$ cat src/rtl/i2s_clk_ctrl.sv
// i2s_clk_ctrl
// Timing master for the codec serial port. Derives mclk, sclk and lrck from
// clk. Sequences the start: an mclk-only warm-up, then a frame-aligned start.
// Sequences the stop: the current frame completes before the port idles.
// Also issues single-cycle clk-domain strobes so the rx/tx datapaths never
// look at serial clock edges directly.
//
// State table
//   state   | meaning
//   --------+----------------------------------------------------------------
//   S_IDLE  | all clocks held low, counters cleared, waiting for en
//   S_WARM  | mclk only; leaves after WARM_CYCLES, or at an mclk period end
//           | once en has dropped
//   S_RUN   | mclk, sclk, lrck and strobes running; en low moves to S_DRAIN
//   S_DRAIN | like S_RUN, but stops at the end of the right slot; en high
//           | resumes S_RUN seamlessly
//
// Parameter constraints that the RTL relies on:
//   MCLK_HALF >= 1
//   DATA_WIDTH <= SLOT_BITS-1
//   WARM_CYCLES is a nonzero multiple of 2*MCLK_HALF
// The last constraint puts the first RUN cycle on an mclk rising phase, so
// mclk carries straight through the WARM to RUN hand-over.

module i2s_clk_ctrl #(
    parameter int MCLK_HALF   = 2,
    parameter int SCLK_RATIO  = 4,
    parameter int SLOT_BITS   = 32,
    parameter int DATA_WIDTH  = 24,
    parameter int WARM_CYCLES = 256
) (
    input  logic                         clk,
    input  logic                         rst,
    input  logic                         en,
    output logic                         mclk,
    output logic                         sclk,
    output logic                         lrck,
    output logic                         active,
    output logic                         sclk_rise,
    output logic                         sclk_fall,
    output logic [$clog2(SLOT_BITS)-1:0] bit_idx,
    output logic                         chan,
    output logic                         sample_en,
    output logic                         word_done,
    output logic                         frame_start
);

    // sclk half-period in clk cycles, and the period lengths of the counters
    localparam int H    = MCLK_HALF * SCLK_RATIO;
    localparam int MC_N = 2 * MCLK_HALF;
    localparam int C_N  = 2 * H;

    localparam int MC_W = $clog2(MC_N);
    localparam int C_W  = $clog2(C_N);
    localparam int B_W  = $clog2(SLOT_BITS);
    localparam int W_W  = $clog2(WARM_CYCLES);

    localparam logic [MC_W-1:0] MC_LAST = MC_W'(MC_N - 1);
    localparam logic [MC_W-1:0] MC_HALF = MC_W'(MCLK_HALF);
    localparam logic [C_W-1:0]  C_LAST  = C_W'(C_N - 1);
    localparam logic [C_W-1:0]  C_H     = C_W'(H);
    localparam logic [B_W-1:0]  B_LAST  = B_W'(SLOT_BITS - 1);
    localparam logic [B_W-1:0]  B_DW    = B_W'(DATA_WIDTH);
    localparam logic [W_W-1:0]  W_LAST  = W_W'(WARM_CYCLES - 1);

    typedef enum logic [1:0] {
        S_IDLE  = 2'd0,
        S_WARM  = 2'd1,
        S_RUN   = 2'd2,
        S_DRAIN = 2'd3
    } state_t;

    state_t          state_q, state_d;

    // mclk phase: 0..2*MCLK_HALF-1; mclk is high in the first half
    logic [MC_W-1:0] mcnt_q, mcnt_d, mcnt_inc;
    // warm-up cycle count
    logic [W_W-1:0]  wcnt_q, wcnt_d;
    // en has dropped at some point during the current warm-up
    logic            stop_q, stop_d;

    // sclk phase counter c, slot bit index and channel
    logic [C_W-1:0]  c_q, c_d, c_step;
    logic [B_W-1:0]  bit_q, bit_d, bit_step;
    logic            chan_q, chan_d, chan_step;

    logic            mclk_period_end;
    logic            warm_done;
    logic            c_wrap;
    logic            slot_wrap;
    logic            frame_end;
    logic            go_idle;

    // next values of the registered outputs
    logic            active_d, run_d, mclk_d, sclk_d;
    logic            rise_d, fall_d, sen_d, wd_d, fs_d;

    logic            active_q, mclk_q, sclk_q;
    logic            rise_q, fall_q, sen_q, wd_q, fs_q;

    assign mclk_period_end = (mcnt_q == MC_LAST);
    assign mcnt_inc        = mclk_period_end ? '0 : mcnt_q + MC_W'(1);
    assign warm_done       = (wcnt_q == W_LAST);

    assign c_wrap    = (c_q == C_LAST);
    assign slot_wrap = c_wrap && (bit_q == B_LAST);
    // final cycle of the right slot: the only point where the port may stop
    assign frame_end = slot_wrap && chan_q;

    assign c_step    = c_wrap ? '0 : c_q + C_W'(1);
    assign bit_step  = !c_wrap           ? bit_q :
                       (bit_q == B_LAST) ? '0    : bit_q + B_W'(1);
    // lrck toggles on slot wrap, which always lands on an sclk falling cycle
    assign chan_step = chan_q ^ slot_wrap;

    // Next-state and next-output decode for the whole controller
    always_comb begin
        state_d = state_q;
        mcnt_d  = mcnt_q;
        wcnt_d  = wcnt_q;
        stop_d  = stop_q;
        c_d     = c_q;
        bit_d   = bit_q;
        chan_d  = chan_q;
        go_idle = 1'b0;

        case (state_q)
            S_IDLE: begin
                if (en) begin
                    state_d = S_WARM;
                    mcnt_d  = '0;
                    wcnt_d  = '0;
                    stop_d  = 1'b0;
                end
            end

            S_WARM: begin
                mcnt_d = mcnt_inc;
                wcnt_d = wcnt_q + W_W'(1);
                stop_d = stop_q | ~en;
                // An abort only takes effect at the end of an mclk period, so
                // the codec never sees a runt mclk pulse
                if (mclk_period_end && (stop_q || !en)) begin
                    go_idle = 1'b1;
                end else if (warm_done) begin
                    state_d = S_RUN;
                    c_d     = '0;
                    bit_d   = '0;
                    chan_d  = 1'b0;
                end
            end

            S_RUN, S_DRAIN: begin
                if (!en && frame_end) begin
                    go_idle = 1'b1;
                end else begin
                    state_d = en ? S_RUN : S_DRAIN;
                    mcnt_d  = mcnt_inc;
                    c_d     = c_step;
                    bit_d   = bit_step;
                    chan_d  = chan_step;
                end
            end

            default: begin
                go_idle = 1'b1;
            end
        endcase

        if (go_idle) begin
            state_d = S_IDLE;
            mcnt_d  = '0;
            wcnt_d  = '0;
            stop_d  = 1'b0;
            c_d     = '0;
            bit_d   = '0;
            chan_d  = 1'b0;
        end

        // Outputs follow the next state so that every port comes from a flop
        active_d = (state_d != S_IDLE);
        run_d    = (state_d == S_RUN) || (state_d == S_DRAIN);
        mclk_d   = active_d && (mcnt_d < MC_HALF);
        sclk_d   = run_d && (c_d >= C_H);
        rise_d   = run_d && (c_d == C_H);
        fall_d   = run_d && (c_d == '0);
        // bit 0 is the I2S one-bit delay after the lrck edge; payload is 1..DW
        sen_d    = rise_d && (bit_d != '0) && (bit_d <= B_DW);
        wd_d     = rise_d && (bit_d == B_DW);
        fs_d     = fall_d && (bit_d == '0) && !chan_d;
    end

    // State, counters and output registers with synchronous active-low reset
    always_ff @(posedge clk) begin
        if (!rst) begin
            state_q  <= S_IDLE;
            mcnt_q   <= '0;
            wcnt_q   <= '0;
            stop_q   <= 1'b0;
            c_q      <= '0;
            bit_q    <= '0;
            chan_q   <= 1'b0;
            active_q <= 1'b0;
            mclk_q   <= 1'b0;
            sclk_q   <= 1'b0;
            rise_q   <= 1'b0;
            fall_q   <= 1'b0;
            sen_q    <= 1'b0;
            wd_q     <= 1'b0;
            fs_q     <= 1'b0;
        end else begin
            state_q  <= state_d;
            mcnt_q   <= mcnt_d;
            wcnt_q   <= wcnt_d;
            stop_q   <= stop_d;
            c_q      <= c_d;
            bit_q    <= bit_d;
            chan_q   <= chan_d;
            active_q <= active_d;
            mclk_q   <= mclk_d;
            sclk_q   <= sclk_d;
            rise_q   <= rise_d;
            fall_q   <= fall_d;
            sen_q    <= sen_d;
            wd_q     <= wd_d;
            fs_q     <= fs_d;
        end
    end

    assign mclk        = mclk_q;
    assign sclk        = sclk_q;
    assign lrck        = chan_q;
    assign chan        = chan_q;
    assign active      = active_q;
    assign sclk_rise   = rise_q;
    assign sclk_fall   = fall_q;
    assign bit_idx     = bit_q;
    assign sample_en   = sen_q;
    assign word_done   = wd_q;
    assign frame_start = fs_q;

endmodule

$ cat config.mk
export PLATFORM = sky130hd
export DESIGN_NAME = i2s_clk_ctrl
export DESIGN_NICKNAME = d
export VERILOG_FILES = /design/src/rtl/i2s_clk_ctrl.sv
export SDC_FILE = /design/constraint.sdc
export NUM_CORES = 1
export LEC_CHECK = 0
export BUFFER_PORTS_ARGS = -buffer_cell sky130_fd_sc_hd__buf_4
export CORE_MARGIN = 3
export CORE_UTILIZATION = 30
export DETAILED_ROUTE_END_ITERATION = 8
export HOLD_SLACK_MARGIN = 0.03
export PLACE_DENSITY = 0.51
export SYNTH_ARGS = -nofsm -noshare
export SYNTH_HDL_FRONTEND = slang
export SYNTH_SLANG_ARGS = --single-unit
$ cat constraint.sdc
create_clock -name clk -period 3.5 [get_ports clk]
set_input_delay 0.525 -clock clk [delete_from_list [all_inputs] [get_ports clk]]
set_output_delay 0.525 -clock clk [all_outputs]
set_load 0.1 [all_outputs]
==> results.md <==
- CTS H-tree lvls: 2
- Initial antenna violation count: 0
- Placement Cell Area: 1890 sq um
- Die height: ~82 um
- Clock Pin Slew Worst Setup and Hold Paths: 0.07 ns
- DRC: 0
- Synth top area cells: dfxtp_1 36%, a21oi_1 5.2%, ha_1 4.4%, nand2_1 3.7%, nor2_1 3.7%
- Die area: 6670 sq um
- Psw: 0.172 mW
- CTS tree: yes
- Fin crit period: 3.04 ns
- Hold path depth: 2
- CORE AREA: 5340 sq um
- P&R area growth vs syn: 16.7%
- Seq cells post-synth: 31
- Part of the cycle the worst path needs: 86.7%
- Top cells by count, synth: 31 x dfxtp_1, 18 x a21oi_1, 17 x nand2_1, 17 x nor2_1, 8 x o21ai_0
- Vias in the first global route: 1,398
- Outcome: finished clean
- Post-synth ARST share: 0%
- Most common cell in the netlist: dfxtp_1
- Pre-antenna DRT Iters: 4
- Root buffer cell: clkbuf_8
- Min-delay src: stop_q
- CP Data Required Time: around 3.7 ns
- CP Data Arrival Time: 3.21 ns
- Hold Path Class: flip-flop to flip-flop
- Worst-Skew Late Latency: 0.28 ns
- Post-synth net total: 204
- Ys Warns: 0
- Slew margin rel.: 58.0%
- Post-Layout Cell Count: 282
- 1st-iter DRT viols: 94
- Wirelength, routed: approximately 4 mm
- Post-synth top area cell: dfxtp_1
- Syn Area/Cell: 8.82 sq um
- R2R cell count: 11
- Post-synth EDFFs: 0
- Worst Hold Path EP: stop_q
- Critical path fanouts, max: 7
- Die X-Extent: about 82 um
- CTS resizes: 0
- First-pass GRT wire length: 7.06 mm
- Combinational share of power: 5.7%
- DR WL/cell: 14.5 um
- Int Power: 0.601 mW
- Cts-stage hold buffer count: 0
- GPL Wtd Cong: 0.782
- Worst r2r src: bit_idx[0]
- Tot GR Track Use: 14.0%
- Register-to-Register Setup Slack: 0.46 ns
- Setup_tns: 0 ns
- LEAKAGE: between 0.7 and 0.8 nW
- Clk_skew: between 0.004 and 0.005 ns
- Count of nets left with antenna violations after detail routing: 0
- # placed instances: 274
- Cell area after layout: 2010 sq um
- Clk pwr share: approximately 47%
- Sequential share of power: 47.1%
- Gr ovfl total: 0
- Max Slew Vio Count: 0
- Peak VDD IR: ~180 uV
- Via count: between 1,000 and 1,500
- Pwr per Cell Area: between 300 and 400 nW/um^2
- Seq/Total Area, Yosys: between 30% and 40%
- Filler Cells Inserted: 558
- CTS buffer count: 5
- Io pins: 18
- Post-synth cell types: 58
- Crit end category: flip-flop
- Worst Tran Pin Value: around 0.63 ns
- Starting Density: 32.2%
- Detailed placer's ending HPWL: 3.00 mm
- Unrepaired setup endpoints after global routing: false
- Post-DR vias/cell: 5.16
- Ant diodes: 0
- Fmax: between 300 and 400 MHz
- Critical R2R Capture: frame_start
- Max Cap Viol: 0
- Mapped Area: 1720 sq um
- Setup violators final: 0
- Port Buffers: 17
- Fin nets: 220
- TritonCTS sink count: 31
- Crit start category: flip-flop
- Post-Syn Instances: 195
- Setup repair bufs after CTS: 0
- Sw Ratio: 22.2%
- Share of post-route cells with drive strength above 1: 24.5%
- Clock Tree Buf Depth: 2
- Top cell type's share of synthesized area: 36.1%
- Fin. Hold Viols: 0
- Largest net degree at the start of global routing: 23
- Kind of critical path: flip-flop to flip-flop
- Synth Flop Type: dfxtp_1
- Pwr Total: between 0.7 and 0.8 mW
- Std cell rows: 26
[how the worst max path moves through the flow]
stage                     slack [ns]  cells after the start     endpoint       start
after floorplan                 0.28                     11    sample_en  bit_idx[0]
after global placement          0.42                     11  frame_start  bit_idx[0]
after detailed placement        0.51                     11  frame_start  bit_idx[0]
after CTS                       0.48                     11  frame_start  bit_idx[0]
after global routing            0.29                     11    sample_en  bit_idx[0]
final                           0.46                     11  frame_start  bit_idx[0]
[placed cells by master (no fill, tap or decap), types with 3 or more instances in the layout]
cell type  count
a21oi_1       18
a22oi_1        5
a31oi_1        3
and2_1         5
buf_4         18
clkbuf_8       6
dfxtp_1       31
ha_1           6
inv_1          6
nand2_1       17
nand3_1        6
nand3_2        3
nand4_1        4
nor2_1        17
nor2b_1        3
nor3_2         3
o211ai_1       4
o21ai_0        8
or3_1          5
[final cells by class]
type	count	area (sq um)	area share, %
Clock buffer	6	82.6	4.12
Sequential cell	31	621	30.9
Inverter	6	22.5	1.12
Tap cell	70	87.6	4.37
Multi-Input combinational cell	149	1020	51.0
Clock inverter	2	35.0	1.75
Timing Repair Buffer	18	135	6.74
[worst max-delay path: stages, from the launching register on]
cell and delay, ns:
dfxtp_1 0.38, ha_1 0.25, and3_1 0.19, ha_1 0.27, and2_1 0.17, ha_1 0.22, nor2b_2 0.20, a32oi_1 0.39
inv_1 0.17, a21oi_1 0.33, and2b_1 0.24, o211a_1 0.11
[power groups by stage]
stage	sequential, mW	combinational [mW]	clock, mW
floorplan	0.381	0.0230	0
global placement	0.371	0.0453	0
detailed placement	0.371	0.0447	0
CTS	0.364	0.0448	0.377
global route	0.364	0.0482	0.393
finish	0.364	0.0442	0.364
[sequential cells by signal, summed over array words and instances, names as in the netlist, 2 cells and up]
signal / flops
bit_idx: 5
c_q: 4
mcnt_q: 2
state_q: 2
wcnt_q: 8
[routing by layer]
metal	global-route usage (%)	up-vias	wire, um
met5	0	-	0
li1	-	748	-
met1	19.7	673	2040
met2	19.8	28	1750
met3	3.62	7	196
met4	6.48	0	84
[logic make-up after synthesis]
logic type / share of synthesized area (%)
multiplexers: 1.24
flip-flops: 36.1
AO/OA/AOI/OAI: 22.9
buffers and inverters: 4.44
adder cells (fa/ha/maj): 4.37
XOR/XNOR: 1.02
AND/OR/NAND/NOR: 30.0
[metrics by stage]
step | util, % | setup slack, ns | hold WS (ns)
after floorplan | - | 0.278 | 0.446
after global placement | 35.4 | 0.425 | 0.468
after detailed placement | 35.4 | 0.508 | 0.473
after CTS | 37.6 | 0.484 | 0.484
after global routing | 37.6 | 0.289 | 0.488
final | 37.6 | 0.464 | 0.486
No activity file was read; power rests on OpenSTA's default activity.
